--- src/rtl/dec_arb_pkg.sv ---
// Shared types and the round-robin search helper for the four-way grant arbiter.
package dec_arb_pkg;

  localparam int NUM_REQ = 4;
  localparam int ID_W    = 2;

  typedef enum logic {
    ST_IDLE  = 1'b0,
    ST_GRANT = 1'b1
  } state_e;

  typedef struct packed {
    logic            found;
    logic [ID_W-1:0] idx;
  } pick_t;

  // Search last+1, last+2, last+3, last (mod NUM_REQ); optionally skip one index.
  function automatic pick_t rr_pick(
    input logic [NUM_REQ-1:0] req,
    input logic [ID_W-1:0]    last,
    input logic               exclude_en,
    input logic [ID_W-1:0]    exclude_id
  );
    pick_t           res;
    logic [ID_W-1:0] cand;
    res = '0;
    for (int i = 1; i <= NUM_REQ; i++) begin
      cand = last + ID_W'(i);
      if (!res.found && req[cand] && !(exclude_en && (cand == exclude_id))) begin
        res.found = 1'b1;
        res.idx   = cand;
      end
    end
    return res;
  endfunction

endpackage

--- src/rtl/encoder.sv ---
// 2-to-4 one-hot encoder with enable; output is all-zero when disabled.
module encoder
  import dec_arb_pkg::*;
(
  input  logic [ID_W-1:0]    din,
  input  logic               en,
  output logic [NUM_REQ-1:0] dout
);

  // NOTE: assigning a default first keeps this combinational block latch-free.
  always_comb begin
    dout = '0;
    if (en) dout[din] = 1'b1;
  end

endmodule

--- src/rtl/dec_rr_arbiter.sv ---
// Four-way round-robin arbiter with release/timeout handling; grant is the
// one-hot decode of the registered owner index through the shared encoder.
module dec_rr_arbiter
  import dec_arb_pkg::*;
#(
  parameter int HOLD_MAX = 8,
  parameter int CNT_W    = 8
) (
  input  logic               clk,
  input  logic               rst_n,
  input  logic [NUM_REQ-1:0] req,
  input  logic [NUM_REQ-1:0] done,
  output logic [NUM_REQ-1:0] gnt,
  output logic [ID_W-1:0]    gnt_id,
  output logic               gnt_vld,
  output logic               preempt
);

  localparam logic [CNT_W-1:0] HOLD_LAST = CNT_W'(HOLD_MAX - 1);

  state_e            state_q, state_d;
  logic [ID_W-1:0]   id_q, id_d;
  logic [ID_W-1:0]   last_q, last_d;
  logic [CNT_W-1:0]  cnt_q, cnt_d;
  logic              preempt_q, preempt_d;

  logic  owner_rel;
  pick_t pick_any;
  pick_t pick_oth;

  always_comb begin
    state_d   = state_q;
    id_d      = id_q;
    last_d    = last_q;
    cnt_d     = cnt_q;
    preempt_d = 1'b0;

    owner_rel = done[id_q] | ~req[id_q];
    pick_any  = rr_pick(req, last_q, 1'b0, '0);
    pick_oth  = rr_pick(req, last_q, 1'b1, id_q);

    unique case (state_q)
      ST_IDLE: begin
        cnt_d = '0;
        if (pick_any.found) begin
          state_d = ST_GRANT;
          id_d    = pick_any.idx;
          last_d  = pick_any.idx;
        end
      end
      ST_GRANT: begin
        // A release wins over the hold limit, so no preempt pulse in that case.
        if (owner_rel) begin
          cnt_d = '0;
          if (pick_oth.found) begin
            id_d   = pick_oth.idx;
            last_d = pick_oth.idx;
          end else begin
            state_d = ST_IDLE;
          end
        end else if ((cnt_q == HOLD_LAST) && pick_oth.found) begin
          id_d      = pick_oth.idx;
          last_d    = pick_oth.idx;
          cnt_d     = '0;
          preempt_d = 1'b1;
        end else if (cnt_q != HOLD_LAST) begin
          cnt_d = cnt_q + 1'b1;
        end
      end
      default: state_d = ST_IDLE;
    endcase
  end

  // NOTE: sequential state uses non-blocking assignments so all registers
  // update together from the same pre-edge values.
  always_ff @(posedge clk) begin
    if (!rst_n) begin
      state_q   <= ST_IDLE;
      id_q      <= '0;
      last_q    <= ID_W'(NUM_REQ - 1);
      cnt_q     <= '0;
      preempt_q <= 1'b0;
    end else begin
      state_q   <= state_d;
      id_q      <= id_d;
      last_q    <= last_d;
      cnt_q     <= cnt_d;
      preempt_q <= preempt_d;
    end
  end

  assign gnt_id  = id_q;
  assign gnt_vld = (state_q == ST_GRANT);
  assign preempt = preempt_q;

  encoder u_encoder (
    .din  (id_q),
    .en   (gnt_vld),
    .dout (gnt)
  );

endmodule

--- config.mk ---
export PLATFORM = sky130hd
export DESIGN_NAME = dec_rr_arbiter
export DESIGN_NICKNAME = d
export VERILOG_FILES = /design/src/rtl/dec_arb_pkg.sv /design/src/rtl/encoder.sv /design/src/rtl/dec_rr_arbiter.sv
export SDC_FILE = /design/constraint.sdc
export NUM_CORES = 1
export LEC_CHECK = 0
export BUFFER_PORTS_ARGS = -buffer_cell sky130_fd_sc_hd__buf_2
export CORE_MARGIN = 2
export CORE_UTILIZATION = 52
export DETAILED_ROUTE_END_ITERATION = 16
export PLACE_DENSITY = 0.73
export SLEW_MARGIN = 20
export SYNTH_ARGS = -nofsm -noshare
export SYNTH_HDL_FRONTEND = slang
export SYNTH_SLANG_ARGS = --single-unit
--- constraint.sdc ---
create_clock -name clk -period 2.75 [get_ports clk]
set_clock_uncertainty 0.15 [all_clocks]
set_input_delay 0.1375 -clock clk [delete_from_list [all_inputs] [get_ports clk]]
set_output_delay 0.1375 -clock clk [all_outputs]
set_load 0.05 [all_outputs]
==> out/metrics.csv, run 1 <==
metric,value,unit
rsz0062_at_grt,false,
final_net_count,206,
finalWeightedCongestion,0.948,
power_density,955,mW/mm^2
vias,1362,
overflow,0,
finalMaxSlewViolations,0,
antenna_found_initial,0,
fin_area,0.00144,sq mm
drcViolationCount,0,
path_class,reg2reg,
drt_iter0_drc,33,
status,"complete, no violations",
grt_use_met2,0.432,
setup_tns,0,ns
post_drt_wl_per_cell,14.3,microns
use_met3,0.0333,
synth_ff_type,dfxtp_1,
cts_buffers,3,
clock_power_share,0.108,
clock_sinks,14,
grt_max_degree,17,
crit_required,2.75,ns
die_area,0.00293,sq mm
final_hold_viol_count,0,
internal-power,0.000672,W
ir_drop,0.571,mV
port_buffers,17,
dp_hpwl,2340,microns
synth_nets,193,
grt_usage,0.228,
syn_area_per_cell,7.19,sq um
vias_per_cell,6.08,
p_sw,0.000707,W
place_area,0.00140,sq mm
clock_path_buffers,2,
grt_pass1_wl,4980,microns
cts_tree,yes,
diodes,0,
cts-root-buf,clkbuf_4,
core,0.00243,sq mm
met1_usage,0.255,
max_freq,401,MHz
ant_nets,0,
die_y,54.2,microns
final-setup-viol-count,0,
row_count,18,
synth-seq-area-share,0.214,
p_comb_frac,0.667,
pwr-share-seq,0.225,
p_leak,0.564,nW
die_x,54.2,microns
netlist_area,0.00131,sq mm
io_pins,18,
finalWirelength,3200,microns
h-tree-depth,1,
cts_setup_buffers,0,
drive_above_1_share,0.196,
busiest_layer,met2,
yosys_warnings,0,
ys_types,51,
crit_arrival,2.50,ns
async_reset_ff_frac,0,
clkLatencyLatePin,0.28,ns
slew_headroom,0.633,
end_kind,flop,
start_kind,flop,
finalCriticalPeriod,2.50,ns
ys_ff_latch,14,
max-cap-violations,0,
first_pass_iters,4,
tightest_slew,0.536,ns
initial_core_util,0.538,
clk_pin_slew_worst_paths,0.09,ns
synth_edf_count,0,
hold_path.class,in2reg,
synth_cells,182,
grt_pass1_vias,1154,
area_growth,10.3,%
path_max_fanout,14,
switching_share,0.513,
period_share,0.908,
[routing by layer]
layer	part of all wire	wire length, microns
met4	0.0044	14
met2	0.51	1640
met1	0.43	1380
met5	0	0
met3	0.049	155
[state kept, by name, summed over array words and instances (netlist names)]
name,cells
cnt_q,8
gnt_id,2
gnt_vld,1
last_q,2
preempt,1
[stage by stage]
step / setup slack, ns / hold slack (ns) / total power [W] / cells / utilization
floorplan: 0.273 / 0.0593 / 0.00106 / 182 / -
global placement: 0.326 / 0.222 / 0.00120 / 219 / 0.575
detailed placement: 0.282 / 0.234 / 0.00122 / 219 / 0.575
CTS: 0.264 / 0.282 / 0.00138 / 224 / 0.594
global route: 0.0203 / 0.331 / 0.00148 / 224 / 0.594
finish: 0.253 / 0.300 / 0.00138 / 224 / 0.594
[synthesized netlist by cell type, types with 2 or more instances]
cell	number	share of area
nor2b_1	7	0.033
nor3b_1	3	0.017
nand2b_1	5	0.024
nor2_1	18	0.052
buf_2	3	0.011
clkbuf_1	8	0.023
nand3_1	10	0.038
and3_1	2	0.0096
o21ai_1	2	0.0076
xor2_1	5	0.033
nor3_1	5	0.019
o22ai_1	3	0.014
a31oi_1	4	0.019
nand2_1	21	0.060
inv_1	3	0.0086
o211ai_1	4	0.023
a2111oi_0	2	0.013
a21oi_1	17	0.065
xnor2_1	3	0.020
buf_4	2	0.011
o21ai_0	9	0.034
a41oi_1	2	0.013
mux2_4	3	0.034
dfxtp_1	14	0.21
[layout by cell type (no fill, tap or decap), types with 5 or more instances in the layout]
cell type / n
nand2_1: 21
nor2_1: 18
a21oi_1: 17
buf_2: 17
dfxtp_1: 14
nand3_1: 10
o21ai_0: 9
nor2b_1: 7
nor3_1: 5
xor2_1: 5
nand2b_1: 5
[cell type report]
cell class	count	area [sq um]
fillers	237	988
inverters	5	18.8
multi-input cells	149	946
well taps	30	37.5
flip-flops and latches	14	280
repair buffers	22	125
clock buffers	4	36.3
[cell families (layout without fill, tap and decap cells)]
group / Yosys count / in the layout / synth area share
compound gates: 56 / 56 / 0.296
xor+xnor: 8 / 8 / 0.0535
fa+ha+maj: 1 / 1 / 0.00956
buf+inv: 19 / 31 / 0.0631
flops: 14 / 14 / 0.214
mux: 6 / 6 / 0.0679
simple gates: 78 / 78 / 0.295
[worst max-delay path, stage by stage (launching register included)]
cell and delay (ns):
dfxtp_1 0.59, buf_4 0.28, xor2_1 0.25, nor2_1 0.12, a2111oi_4 0.45, a31oi_2 0.23
nor3b_1 0.23, a41oi_1 0.06
[final timing paths]
kind	from	endpoint	slack [ns]	depth (start not counted)
worst min-delay path	req[0]	gnt_id[0]	0.30	4
worst max register to register	last_q[1]	last_q[1]	0.25	7
worst max-delay path	last_q[1]	last_q[1]	0.25	7
worst min register to register	cnt_q[7]	cnt_q[7]	0.38	2
[power groups by stage]
| stage | clock network [W] | logic, W | registers, W |
|---|---|---|---|
| 3_5_place_dp | 0 | 0.000906 | 0.000316 |
| 5_1_grt | 0.000157 | 0.00101 | 0.000319 |
| 2_1_floorplan | 0 | 0.000757 | 0.000301 |
| 3_3_place_gp | 0 | 0.000892 | 0.000312 |
| 6_report | 0.000149 | 0.000920 | 0.000310 |
| 4_1_cts | 0.000154 | 0.000913 | 0.000311 |
[timing repair]
action / CTS / global route
hold endpoints to repair: 2 / 0
resized for setup: 0 / 0
hold buffers: 1 / 0
Note: power is estimated with default switching activity, not from simulation.
==> run 2: changes to the inputs <==
--- a/config.mk
+++ b/config.mk
@@ -8,7 +8,9 @@
 export BUFFER_PORTS_ARGS = -buffer_cell sky130_fd_sc_hd__buf_2
 export CORE_MARGIN = 2
 export CORE_UTILIZATION = 52
+export CTS_CLUSTER_DIAMETER = 30
 export DETAILED_ROUTE_END_ITERATION = 16
+export MAX_ROUTING_LAYER = met4
 export PLACE_DENSITY = 0.73
 export SLEW_MARGIN = 20
 export SYNTH_ARGS = -nofsm -noshare
==> constraint.sdc (replaced) <==
create_clock -name clk -period 2.3 [get_ports clk]
set_clock_uncertainty 0.15 [all_clocks]
set_input_delay 0.115 -clock clk [delete_from_list [all_inputs] [get_ports clk]]
set_output_delay 0.115 -clock clk [all_outputs]
set_load 0.05 [all_outputs]
==> out/metrics.csv, run 2 (synthesis gave the netlist of run 1 again) <==
metric,value,unit
slowest_stage,a2111oi_4,
finalWeightedCongestion,0.909,
path_max_fanout,7,
p_leak,0.643,nW
hold_path.class,in2reg,
largest_reg_flops,8,
register_area,288,sq um
dp_hpwl,2640,microns
grt_usage,0.270,
die_area,0.00293,sq mm
fin_area,0.00160,sq mm
core,0.00243,sq mm
stdcell_count,235,
rrSetupSlack,0.12,ns
cts_setup_buffers,0,
drive_above_1_share,0.298,
fin_util,0.658,
first_pass_iters,4,
io_pins,18,
ir_drop,0.741,mV
layout_common_cells,"nand2_1, nor2_1, a21oi_1, buf_2, buf_4",
grt_pass1_wl,5730,microns
die_x,54.2,microns
clk_pin_slew_worst_paths,0.08,ns
crit_required,2.32,ns
tightest_slew,0.532,ns
power,0.00186,W
finalCriticalPeriod,2.18,ns
cp_top_family,compound AO/OA/AOI/OAI gates,
largest_register,cnt_q,
diodes,0,
crit_arrival,2.20,ns
max-cap-violations,0,
row_count,18,
cts-root-buf,clkbuf_4,
slowest_delay,0.49,ns
initial_core_util,0.538,
final_hold_viol_count,0,
antenna_found_initial,0,
finalWirelength,3530,microns
end_kind,flop,
clock_path_buffers,2,
cts_tree,yes,
clkLatencyLatePin,0.28,ns
place_area,0.00149,sq mm
path_buf_inv,0,
worstPathCellList,"mux2_4, nand2b_4, nor2_1, a2111oi_4, a31oi_4, o211ai_1, nand3_1",
grt_max_degree,15,
start_kind,flop,
final_net_count,217,
overflow,0,
fill_cells,229,
h-tree-depth,1,
rsz0062_at_grt,false,
post_drt_wl_per_cell,15.0,microns
finalMaxSlewViolations,0,
slew_headroom,0.641,
port_buffers,17,
drt_iter0_drc,42,
cts_buffers,3,
vias,1408,
path_class,reg2reg,
area_growth,22.3,%
die_y,54.2,microns
status,"complete, no violations",
vias_per_cell,5.99,
period_share,0.948,
drcViolationCount,0,
clock_sinks,14,
final-setup-viol-count,0,
ant_nets,0,
power_density,1160,mW/mm^2
multi_input_area,0.00101,sq mm
grt_pass1_vias,1280,
dpl.cell_count,230,
layout_commonest_cell,nand2_1,
max_freq,459,MHz
## run 2: cell type report
type | count | area share
multi-input cells | 149 | 0.633
well taps | 30 | 0.0235
repair buffers | 33 | 0.130
clock buffers | 4 | 0.0227
inverters | 5 | 0.0117
flip-flops and latches | 14 | 0.180
## run 2: worst register-to-register path, delay by kind of cell (launching register included)
kind             cells  cell delay [ns]
AND/OR/NAND/NOR      3             0.28
AO/OA/AOI/OAI        3             0.88
multiplexers         1             0.34
flip-flops           1             0.40
## run 2: final timing paths
path	from	end	cells past startpoint
worst max-delay path	last_q[1]	last_q[0]	7
worst max register to register	last_q[1]	last_q[0]	7
worst min-delay path	req[0]	gnt_vld	5
worst min register to register	cnt_q[7]	cnt_q[7]	2
## run 2: stage by stage
stage | hold slack, ns | setup slack (ns) | TNS (ns)
6_report | 0.297 | 0.120 | 0
5_1_grt | 0.326 | 0.00759 | 0
4_1_cts | 0.281 | 0.0303 | 0
3_5_place_dp | 0.210 | -0.0133 | -0.0247
3_3_place_gp | 0.198 | 0.0453 | 0
2_1_floorplan | 0.0368 | -0.126 | -0.252
## run 2: metal layers
layer / global-route usage / wire length, microns / vias up
met3: 0.0500 / 224 / 0
met1: 0.343 / 1470 / 664
met5: - / 0 / -
met2: 0.460 / 1830 / 47
met4: 0.0250 / 0 / 0
li1: - / - / 697
## run 2: where the power goes
| group | internal [W] | leakage [nW] | switching (W) |
|---|---|---|---|
| Clock | 0.0000964 | 0.0210 | 0.0000802 |
| Combinational | 0.000541 | 0.508 | 0.000738 |
| Sequential | 0.000290 | 0.115 | 0.000112 |
## run 2: repair_timing
item                                    in CTS  in global routing
hold buffers                                 1                  0
endpoints found under the setup margin       2                  9
resized for setup                            1                 12
endpoints found under the hold margin        4                  0
pin swaps                                    0                  2
==> run 3: changes to the inputs <==
--- a/config.mk
+++ b/config.mk
@@ -10,6 +10,7 @@
 export CORE_UTILIZATION = 52
 export CTS_CLUSTER_DIAMETER = 30
 export DETAILED_ROUTE_END_ITERATION = 16
+export GPL_TIMING_DRIVEN = 0
 export MAX_ROUTING_LAYER = met4
 export PLACE_DENSITY = 0.73
 export SLEW_MARGIN = 20
==> out/metrics.csv, run 3 (synthesis gave the netlist of run 1 again) <==
metric,value,unit
vias_per_cell,6.27,
crit_required,2.31,ns
period_share,0.982,
row_count,18,
grt_usage,0.282,
status,"complete, no violations",
grt_pass1_vias,1321,
final_net_count,218,
ant_nets,0,
switching_share,0.513,
die_x,54.2,microns
max-cap-violations,0,
path_class,reg2reg,
clk_pin_slew_worst_paths,0.09,ns
finalMaxSlewViolations,0,
drt_iter0_drc,60,
start_kind,flop,
cts_tree,yes,
clock_path_buffers,2,
p_comb_frac,0.735,
final_hold_viol_count,0,
dp_hpwl,2740,microns
p_sw,0.000976,W
drive_above_1_share,0.282,
first_pass_iters,4,
max_freq,443,MHz
initial_core_util,0.538,
fin_util,0.646,
die_y,54.2,microns
grt_max_degree,11,
core,0.00243,sq mm
grt_pass1_wl,5840,microns
cts_buffers,3,
pwr-share-seq,0.171,
ir_drop,0.815,mV
stdcell_count,236,
io_pins,18,
diodes,0,
h-tree-depth,1,
layout_commonest_cell,nand2_1,
crit_arrival,2.27,ns
power,0.00190,W
place_area,0.00144,sq mm
area_growth,20.1,%
path_max_fanout,7,
clock_power_share,0.094,
largest_register,cnt_q,
slew_headroom,0.698,
finalWeightedCongestion,0.930,
overflow,0,
drcViolationCount,0,
post_drt_wl_per_cell,15.7,microns
dpl.cell_count,228,
tightest_slew,0.453,ns
clock_sinks,14,
die_area,0.00293,sq mm
hold_path.class,in2reg,
vias,1480,
fin_area,0.00157,sq mm
end_kind,flop,
port_buffers,16,
final-setup-viol-count,0,
antenna_found_initial,0,
largest_reg_flops,8,
clkLatencyLatePin,0.28,ns
fill_cells,227,
internal-power,0.000928,W
finalWirelength,3720,microns
p_leak,0.619,nW
cts-root-buf,clkbuf_4,
layout_common_cells,"nand2_1, buf_2, nor2_1, a21oi_1, dfxtp_1",
finalCriticalPeriod,2.26,ns
power_density,1210,mW/mm^2
## run 3: cell types whose count changed in the layout (fill, tap and decap cells not counted), moves of 2 or more
cell      previous run  this run
a41oi_1              2         0
clkbuf_2             0         2
buf_2               17        20
buf_4               15         5
clkbuf_1             0         5
a41oi_2              0         2
## run 3: layer usage
layer  up-vias  wire length [microns]  GRT usage
li1        702                      -          -
met5         -                      0          -
met2        73                   1930      0.478
met3        11                    257     0.0556
met4         0                     66      0.125
met1       694                   1460      0.317
## run 3: cell type report
cell class	count	area (sq um)	area share
clock buffer	4	36.3	0.0231
inverter	5	21.3	0.0135
buffer	13	67.6	0.0430
tap	30	37.5	0.0239
multi-input combinational	149	1000	0.639
timing repair buffer	21	120	0.0764
sequential	14	284	0.181
## run 3: per-stage QoR
stage               setup TNS (ns)  hold slack [ns]  setup slack, ns
global placement            -0.108            0.197          -0.0598
detailed placement          -0.233            0.213          -0.0707
global route               -0.0219            0.416          -0.0124
floorplan                   -0.252           0.0368           -0.126
finish                           0            0.382           0.0425
CTS                        -0.0264            0.338          -0.0121
## run 3: power groups by stage
stage          Combinational, W  Sequential [W]  Clock, W
3_5_place_dp            0.00122        0.000305         0
5_1_grt                 0.00149        0.000330  0.000194
4_1_cts                 0.00122        0.000321  0.000185
6_report                0.00140        0.000326  0.000179
3_3_place_gp            0.00119        0.000304         0
2_1_floorplan          0.000913        0.000364         0
## run 3: what timing repair did
action,4_1_cts,5_1_grt
setup buffers,1,3
pin swaps,1,7
resized for setup,1,18
endpoints found under the setup margin,10,12
hold buffers,1,0
hold endpoints to repair,4,0
## run 3: path summary, 6_finish.rpt
path | slack [ns] | depth (start not counted) | endpoint | from
worst min-delay path | 0.38 | 6 | last_q[0] | req[3]
worst min register to register | 0.38 | 2 | cnt_q[7] | cnt_q[7]
worst max-delay path | 0.04 | 9 | last_q[1] | last_q[1]
worst max register to register | 0.04 | 9 | last_q[1] | last_q[1]
## run 3: critical path, stage by stage (launching register included)
cell	delay [ns]
dfxtp_2	0.33
buf_6	0.13
mux2_4	0.35
a21oi_2	0.13
nor2_1	0.07
a2111oi_4	0.32
buf_4	0.20
a31oi_4	0.13
nor3b_1	0.27
a41oi_2	0.05
